$ cat src/rtl/pwm_pkg.sv
// Shared constants, configuration payload and duty-compare helper for the PWM peripheral.
package pwm_pkg;

    localparam int unsigned PWM_CNT_W = 8;
    localparam int unsigned NUM_OUT   = 16;
    localparam int unsigned PRE_W     = 16;
    localparam int unsigned BYTE_W    = 8;

    localparam logic [PWM_CNT_W-1:0] DUTY_FULL = 8'hFF;

    // Enable masks and requested duty as seen by the output stage.
    typedef struct packed {
        logic [NUM_OUT-1:0]   en_out;
        logic [NUM_OUT-1:0]   en_pwm;
        logic [PWM_CNT_W-1:0] duty;
    } pwm_cfg_t;

    // Full-scale duty is forced constant high rather than 255/256.
    function automatic logic pwm_level(input logic [PWM_CNT_W-1:0] cnt,
                                       input logic [PWM_CNT_W-1:0] duty);
        return (duty == DUTY_FULL) || (cnt < duty);
    endfunction

endpackage

$ cat src/rtl/pwm_if.sv
// Configuration register bundle into the PWM peripheral and its output bundle back out.
interface pwm_if;
    import pwm_pkg::*;

    logic [BYTE_W-1:0]    en_reg_out_7_0;
    logic [BYTE_W-1:0]    en_reg_out_15_8;
    logic [BYTE_W-1:0]    en_reg_pwm_7_0;
    logic [BYTE_W-1:0]    en_reg_pwm_15_8;
    logic [PWM_CNT_W-1:0] pwm_duty_cycle;
    logic [NUM_OUT-1:0]   out;
    logic                 period_start;

    modport master (
        output en_reg_out_7_0,
        output en_reg_out_15_8,
        output en_reg_pwm_7_0,
        output en_reg_pwm_15_8,
        output pwm_duty_cycle,
        input  out,
        input  period_start
    );

    modport slave (
        input  en_reg_out_7_0,
        input  en_reg_out_15_8,
        input  en_reg_pwm_7_0,
        input  en_reg_pwm_15_8,
        input  pwm_duty_cycle,
        output out,
        output period_start
    );

endinterface

$ cat src/rtl/pwm_timebase.sv
// Prescaler plus 8-bit period counter; flags the last tick of each 256-tick period.
module pwm_timebase
    import pwm_pkg::*;
#(
    parameter int unsigned PRESCALE = 3000
) (
    input  logic                 clk,
    input  logic                 reset,
    output logic [PWM_CNT_W-1:0] pwm_cnt,
    output logic                 wrap_c
);

    if (PRESCALE == 0 || PRESCALE > 65535) begin : g_bad_prescale
        $error("pwm_timebase: PRESCALE must be in 1..65535");
    end

    localparam logic [PRE_W-1:0]     PRE_LAST = PRE_W'(PRESCALE - 1);
    localparam logic [PWM_CNT_W-1:0] CNT_LAST = {PWM_CNT_W{1'b1}};

    logic [PRE_W-1:0]     pre_cnt_q, pre_cnt_d;
    logic [PWM_CNT_W-1:0] pwm_cnt_q, pwm_cnt_d;
    logic                 tick_c;

    // Counter advance; pwm_cnt wraps 255 -> 0 naturally.
    always_comb begin
        tick_c    = (pre_cnt_q == PRE_LAST);
        pre_cnt_d = pre_cnt_q + PRE_W'(1);
        pwm_cnt_d = pwm_cnt_q;
        if (tick_c) begin
            pre_cnt_d = '0;
            pwm_cnt_d = pwm_cnt_q + PWM_CNT_W'(1);
        end
        wrap_c = tick_c && (pwm_cnt_q == CNT_LAST);
    end

    always_ff @(posedge clk or negedge reset) begin
        if (!reset) begin
            pre_cnt_q <= '0;
            pwm_cnt_q <= '0;
        end else begin
            pre_cnt_q <= pre_cnt_d;
            pwm_cnt_q <= pwm_cnt_d;
        end
    end

    assign pwm_cnt = pwm_cnt_q;

endmodule

$ cat src/rtl/pwm_peripheral.sv
// PWM output stage: double-buffered duty, shared compare, per-bit enable mux into registered outputs.
module pwm_peripheral
    import pwm_pkg::*;
#(
    parameter int unsigned PRESCALE = 3000
) (
    input  logic  clk,
    input  logic  reset,
    pwm_if.slave  bus
);

    pwm_cfg_t             cfg_c;
    logic [PWM_CNT_W-1:0] pwm_cnt;
    logic                 wrap_c;
    logic                 pwm_sig_c;

    logic [PWM_CNT_W-1:0] duty_shadow_q, duty_shadow_d;
    logic [NUM_OUT-1:0]   out_q, out_d;
    logic                 period_start_q, period_start_d;

    pwm_timebase #(
        .PRESCALE (PRESCALE)
    ) u_timebase (
        .clk     (clk),
        .reset   (reset),
        .pwm_cnt (pwm_cnt),
        .wrap_c  (wrap_c)
    );

    // Duty is only sampled on the wrap clk so a period is never cut short.
    always_comb begin
        cfg_c.en_out   = {bus.en_reg_out_15_8, bus.en_reg_out_7_0};
        cfg_c.en_pwm   = {bus.en_reg_pwm_15_8, bus.en_reg_pwm_7_0};
        cfg_c.duty     = bus.pwm_duty_cycle;

        duty_shadow_d  = duty_shadow_q;
        period_start_d = wrap_c;
        if (wrap_c) begin
            duty_shadow_d = cfg_c.duty;
        end

        pwm_sig_c = pwm_level(pwm_cnt, duty_shadow_q);
        out_d     = cfg_c.en_out & (~cfg_c.en_pwm | {NUM_OUT{pwm_sig_c}});
    end

    always_ff @(posedge clk or negedge reset) begin
        if (!reset) begin
            duty_shadow_q  <= '0;
            out_q          <= '0;
            period_start_q <= 1'b0;
        end else begin
            duty_shadow_q  <= duty_shadow_d;
            out_q          <= out_d;
            period_start_q <= period_start_d;
        end
    end

    assign bus.out          = out_q;
    assign bus.period_start = period_start_q;

endmodule
$ cat src/flat_wrapper.sv
// flat-port wrapper written by rule: the top's interface ports become plain ports
module pwm_peripheral_flat import pwm_pkg::*;
#(
    parameter int unsigned PRESCALE = 3000
)
  (clk, reset, bus_en_reg_out_7_0, bus_en_reg_out_15_8, bus_en_reg_pwm_7_0, bus_en_reg_pwm_15_8, bus_pwm_duty_cycle, bus_out, bus_period_start);
  pwm_if bus_i ();
  input  logic clk;
  input  logic reset;
  input wire logic [$bits(bus_i.en_reg_out_7_0)-1:0] bus_en_reg_out_7_0;
  input wire logic [$bits(bus_i.en_reg_out_15_8)-1:0] bus_en_reg_out_15_8;
  input wire logic [$bits(bus_i.en_reg_pwm_7_0)-1:0] bus_en_reg_pwm_7_0;
  input wire logic [$bits(bus_i.en_reg_pwm_15_8)-1:0] bus_en_reg_pwm_15_8;
  input wire logic [$bits(bus_i.pwm_duty_cycle)-1:0] bus_pwm_duty_cycle;
  output wire logic [$bits(bus_i.out)-1:0] bus_out;
  output wire logic [$bits(bus_i.period_start)-1:0] bus_period_start;
  assign bus_i.en_reg_out_7_0 = bus_en_reg_out_7_0;
  assign bus_i.en_reg_out_15_8 = bus_en_reg_out_15_8;
  assign bus_i.en_reg_pwm_7_0 = bus_en_reg_pwm_7_0;
  assign bus_i.en_reg_pwm_15_8 = bus_en_reg_pwm_15_8;
  assign bus_i.pwm_duty_cycle = bus_pwm_duty_cycle;
  assign bus_out = bus_i.out;
  assign bus_period_start = bus_i.period_start;
  pwm_peripheral #(.PRESCALE(PRESCALE)) u_core (.clk(clk), .reset(reset), .bus(bus_i));
endmodule
$ cat config.mk
export PLATFORM = sky130hd
export DESIGN_NAME = pwm_peripheral_flat
export DESIGN_NICKNAME = d
export VERILOG_FILES = /design/src/rtl/pwm_pkg.sv /design/src/rtl/pwm_if.sv /design/src/rtl/pwm_timebase.sv /design/src/rtl/pwm_peripheral.sv /design/src/flat_wrapper.sv
export SDC_FILE = /design/constraint.sdc
export NUM_CORES = 1
export LEC_CHECK = 0
export ABC_AREA = 0
export BUFFER_PORTS_ARGS = -buffer_cell sky130_fd_sc_hd__buf_2
export CORE_ASPECT_RATIO = 2
export CORE_MARGIN = 3
export CORE_UTILIZATION = 53
export CTS_CLUSTER_DIAMETER = 50
export CTS_CLUSTER_SIZE = 40
export DETAILED_ROUTE_END_ITERATION = 8
export PLACE_DENSITY_LB_ADDON = 0.08
export SYNTH_ARGS = -nofsm -noshare
export SYNTH_HDL_FRONTEND = slang
export SYNTH_HIERARCHICAL = 1
export SYNTH_SLANG_ARGS = --single-unit
export TNS_END_PERCENT = 20
$ cat constraint.sdc
create_clock -name clk -period 5.7 [get_ports clk]
set_input_delay 0.57 -clock clk [delete_from_list [all_inputs] [get_ports clk]]
set_output_delay 0.57 -clock clk [all_outputs]
set_load 0.005 [all_outputs]
==> flow_summary.toml <==
[timing]
finalSetupViolCount = 0
worst_pin_slew_ns = 1.07
tns_ns = 0
rsz0062_at_grt = "no"
hold_viol = 0
drv_slew = 0
skew_ns = 0.00609
post-route-min-period_ns = 2.46
timing.fmax_mhz = 406
post-route-period-util_pct = 43.2
maxSlewHeadroom_pct = 28.9

[cts]
cts_hold_buf = 0
clkTransAtPathRegs_ns = 0.09
cts_max_level = 2
post-cts-setup-buffers = 0
cts_tree = "built"
cts_sinks = 49
clk_path_buf_depth = 2
cts_resized = 0
cts_made_buffers = 5
cts-root-buf = "clkbuf_8"
worstSkewPairLatency_ns = 0.30

[synth]
ys_ff_latch = 49
netlist-cell-type-count = 36
seq_area_frac_synth_pct = 53.2
synthesis.nets = 238
ys_warn_count = 6
syn_inst = 187
syn_area_um2 = 2300
synth.avg_cell_area_um2 = 12.3

[status]
status = "finished, final reports clean"

[final_layout]
drive_gt1_share_pct = 35.2
area_growth_pct = 20.1
diodes = 0
final_cells = 302
final_util_pct = 67.0
fin_nets = 300
fin_area_um2 = 2770

[placement]
dp_hpwl_um = 3440
dpl_cell_area_um2 = 2630
io_buffer_count = 58
gp_congestion = 0.834
place_inst = 294

[floorplanning]
fp.dieW_um = 52.6
dieArea_um2 = 5220
core_um2 = 4130
initial_core_util_pct = 55.8
std_cell_rows = 33
ioPinCount = 59
dieHeight_um = 99.3

[global_routing]
first_global_vias = 1656
use_met3_pct = 3.60
grt_usage_pct = 19.1
overflow = 0
antenna_found_initial = 0
grt_pass1_wl_um = 7410
met1_usage_pct = 19.2
grt_use_met2_pct = 35.3
grt_max_degree = 50
busiest_layer = "met2"

[drt]
num_vias = 1631
drc_errors = 0
via_per_inst = 5.40
drt_wl_total_um = 4560
ant_nets = 0
drtIter0Drc = 23
drtPass1Iterations = 4
wl_per_cell_um = 15.1

[worst_setup_path]
cp-start-kind = "flop"
critical_path_class = "reg2reg"
cp_max_fo = 16
cp_data_arrival_time_ns = 2.66
end_kind = "flop"
cp.required_ns = 5.90

[run]
maxCapViolations = 0

[hold_path]
hold_class = "in2reg"

[power_and_ir_drop]
leakage_nw = 1.40
vdd_drop_max_mv = 0.223
power_per_cell_area_nw_per_um2 = 246
[placed cells by master, fill, tap and decap left out, types with 2 or more instances in the layout]
master / instances
nand3_4: 2
buf_2: 58
nand3_1: 7
ha_1: 9
nor2_1: 11
xor2_1: 7
a21boi_0: 6
dfrtp_1: 49
nand4_1: 9
mux2_2: 2
bufinv_16: 2
clkbuf_8: 5
a21boi_2: 10
xnor2_2: 2
a21o_1: 2
and3_1: 4
o21ai_0: 8
nand2_1: 13
inv_1: 7
and2_1: 2
nor3_1: 2
nand2b_1: 2
xnor2_1: 10
and4_1: 6
[flip-flops by register name, summed over array words and instances, names as in the netlist]
signal / cells
u_core/duty_shadow_q: 8
u_core/bus.out: 16
u_core/u_timebase/pre_cnt_q: 16
u_core/u_timebase/pwm_cnt: 8
u_core/bus.period_start: 1
[layer usage]
| layer | vias up | share of wire [%] |
|---|---|---|
| met5 | - | 0 |
| met1 | 801 | 35 |
| met3 | 11 | 2.5 |
| met2 | 31 | 59 |
| met4 | 0 | 2.7 |
| li1 | 788 | - |
[critical path, cell delays in order, from the launching register on]
cell and delay, ns:
dfrtp_1 0.50, or4_4 0.57, nor4_4 0.87, o21ai_0 0.21
a21o_1 0.21
[power breakdown]
part,switching [W],total [W],internal (W)
Sequential,0.00000118,0.000354,0.000353
Combinational,0.0000151,0.0000326,0.0000175
Clock,0.000117,0.000294,0.000177
[stage by stage]
| step | hold WS (ns) | total power [W] | setup WS [ns] |
|---|---|---|---|
| after floorplan | 0.274 | 0.000367 | 3.79 |
| after global placement | 0.486 | 0.000394 | 3.27 |
| after detailed placement | 0.488 | 0.000395 | 3.22 |
| after CTS | 0.401 | 0.000695 | 3.22 |
| after global routing | 0.394 | 0.000708 | 3.09 |
| final | 0.418 | 0.000680 | 3.24 |
[path summary, 6_finish.rpt]
kind                       slack, ns                                startpoint  cells past startpoint                                         to
max in group asynchronous       4.59                                     reset                      1  u_core/u_timebase/pre_cnt_q[14]$_DFF_PN0_
min in group asynchronous       0.45                                     reset                      1          u_core/bus.period_start$_DFF_PN0_
setup reg to reg                3.24  u_core/u_timebase/pre_cnt_q[6]$_DFF_PN0_                      4   u_core/u_timebase/pre_cnt_q[9]$_DFF_PN0_
hold / removal                  0.42                     bus_en_reg_pwm_7_0[6]                      2                u_core/bus.out[6]$_DFF_PN0_
hold reg to reg                 0.51  u_core/u_timebase/pwm_cnt[7]$_DFFE_PN0N_                      1   u_core/u_timebase/pwm_cnt[7]$_DFFE_PN0N_
setup / recovery                3.24  u_core/u_timebase/pre_cnt_q[6]$_DFF_PN0_                      4   u_core/u_timebase/pre_cnt_q[9]$_DFF_PN0_
[cell type report]
type / instances / area, um^2
clock buffer: 5 / 68.8
clock inverter: 3 / 68.8
fill: 346 / 1360
inverter: 7 / 26.3
multi-input combinational: 127 / 1010
sequential: 49 / 1230
tap: 52 / 65.1
timing repair buffer: 59 / 298
[cell families after synthesis]
group | after synthesis | share of synthesized area, %
buf+inv | 11 | 2.77
mux | 3 | 1.41
compound gates | 32 | 12.8
xor+xnor | 19 | 7.87
simple gates | 64 | 17.0
fa+ha+maj | 9 | 4.89
flops | 49 | 53.2
[cell usage after synthesis, drive strengths merged]
cell type / number / area [um^2]
dfrtp: 49 / 1230
a21boi: 16 / 158
nand2: 13 / 48.8
xnor2: 12 / 120
nor2: 11 / 41.3
ha: 9 / 113
nand3: 9 / 70.1
nand4: 9 / 56.3
o21ai: 9 / 45.0
inv: 7 / 26.3
xor2: 7 / 61.3
and4: 6 / 52.6
and3: 4 / 25.0
buf: 3 / 33.8
a21o: 2 / 15.0
and2: 2 / 12.5
mux2: 2 / 22.5
nand2b: 2 / 12.5
nor3: 2 / 10.0
nor4: 2 / 27.5
a2111oi: 1 / 27.5
a21oi: 1 / 5.00
a41o: 1 / 10.0
clkbuf: 1 / 3.75
mux2i: 1 / 10.0
nor2b: 1 / 6.26
nor4b: 1 / 8.76
o21a: 1 / 7.51
o32ai: 1 / 27.5
or4: 1 / 11.3
or4b: 1 / 10.0
(Power assumes the default switching activity.)
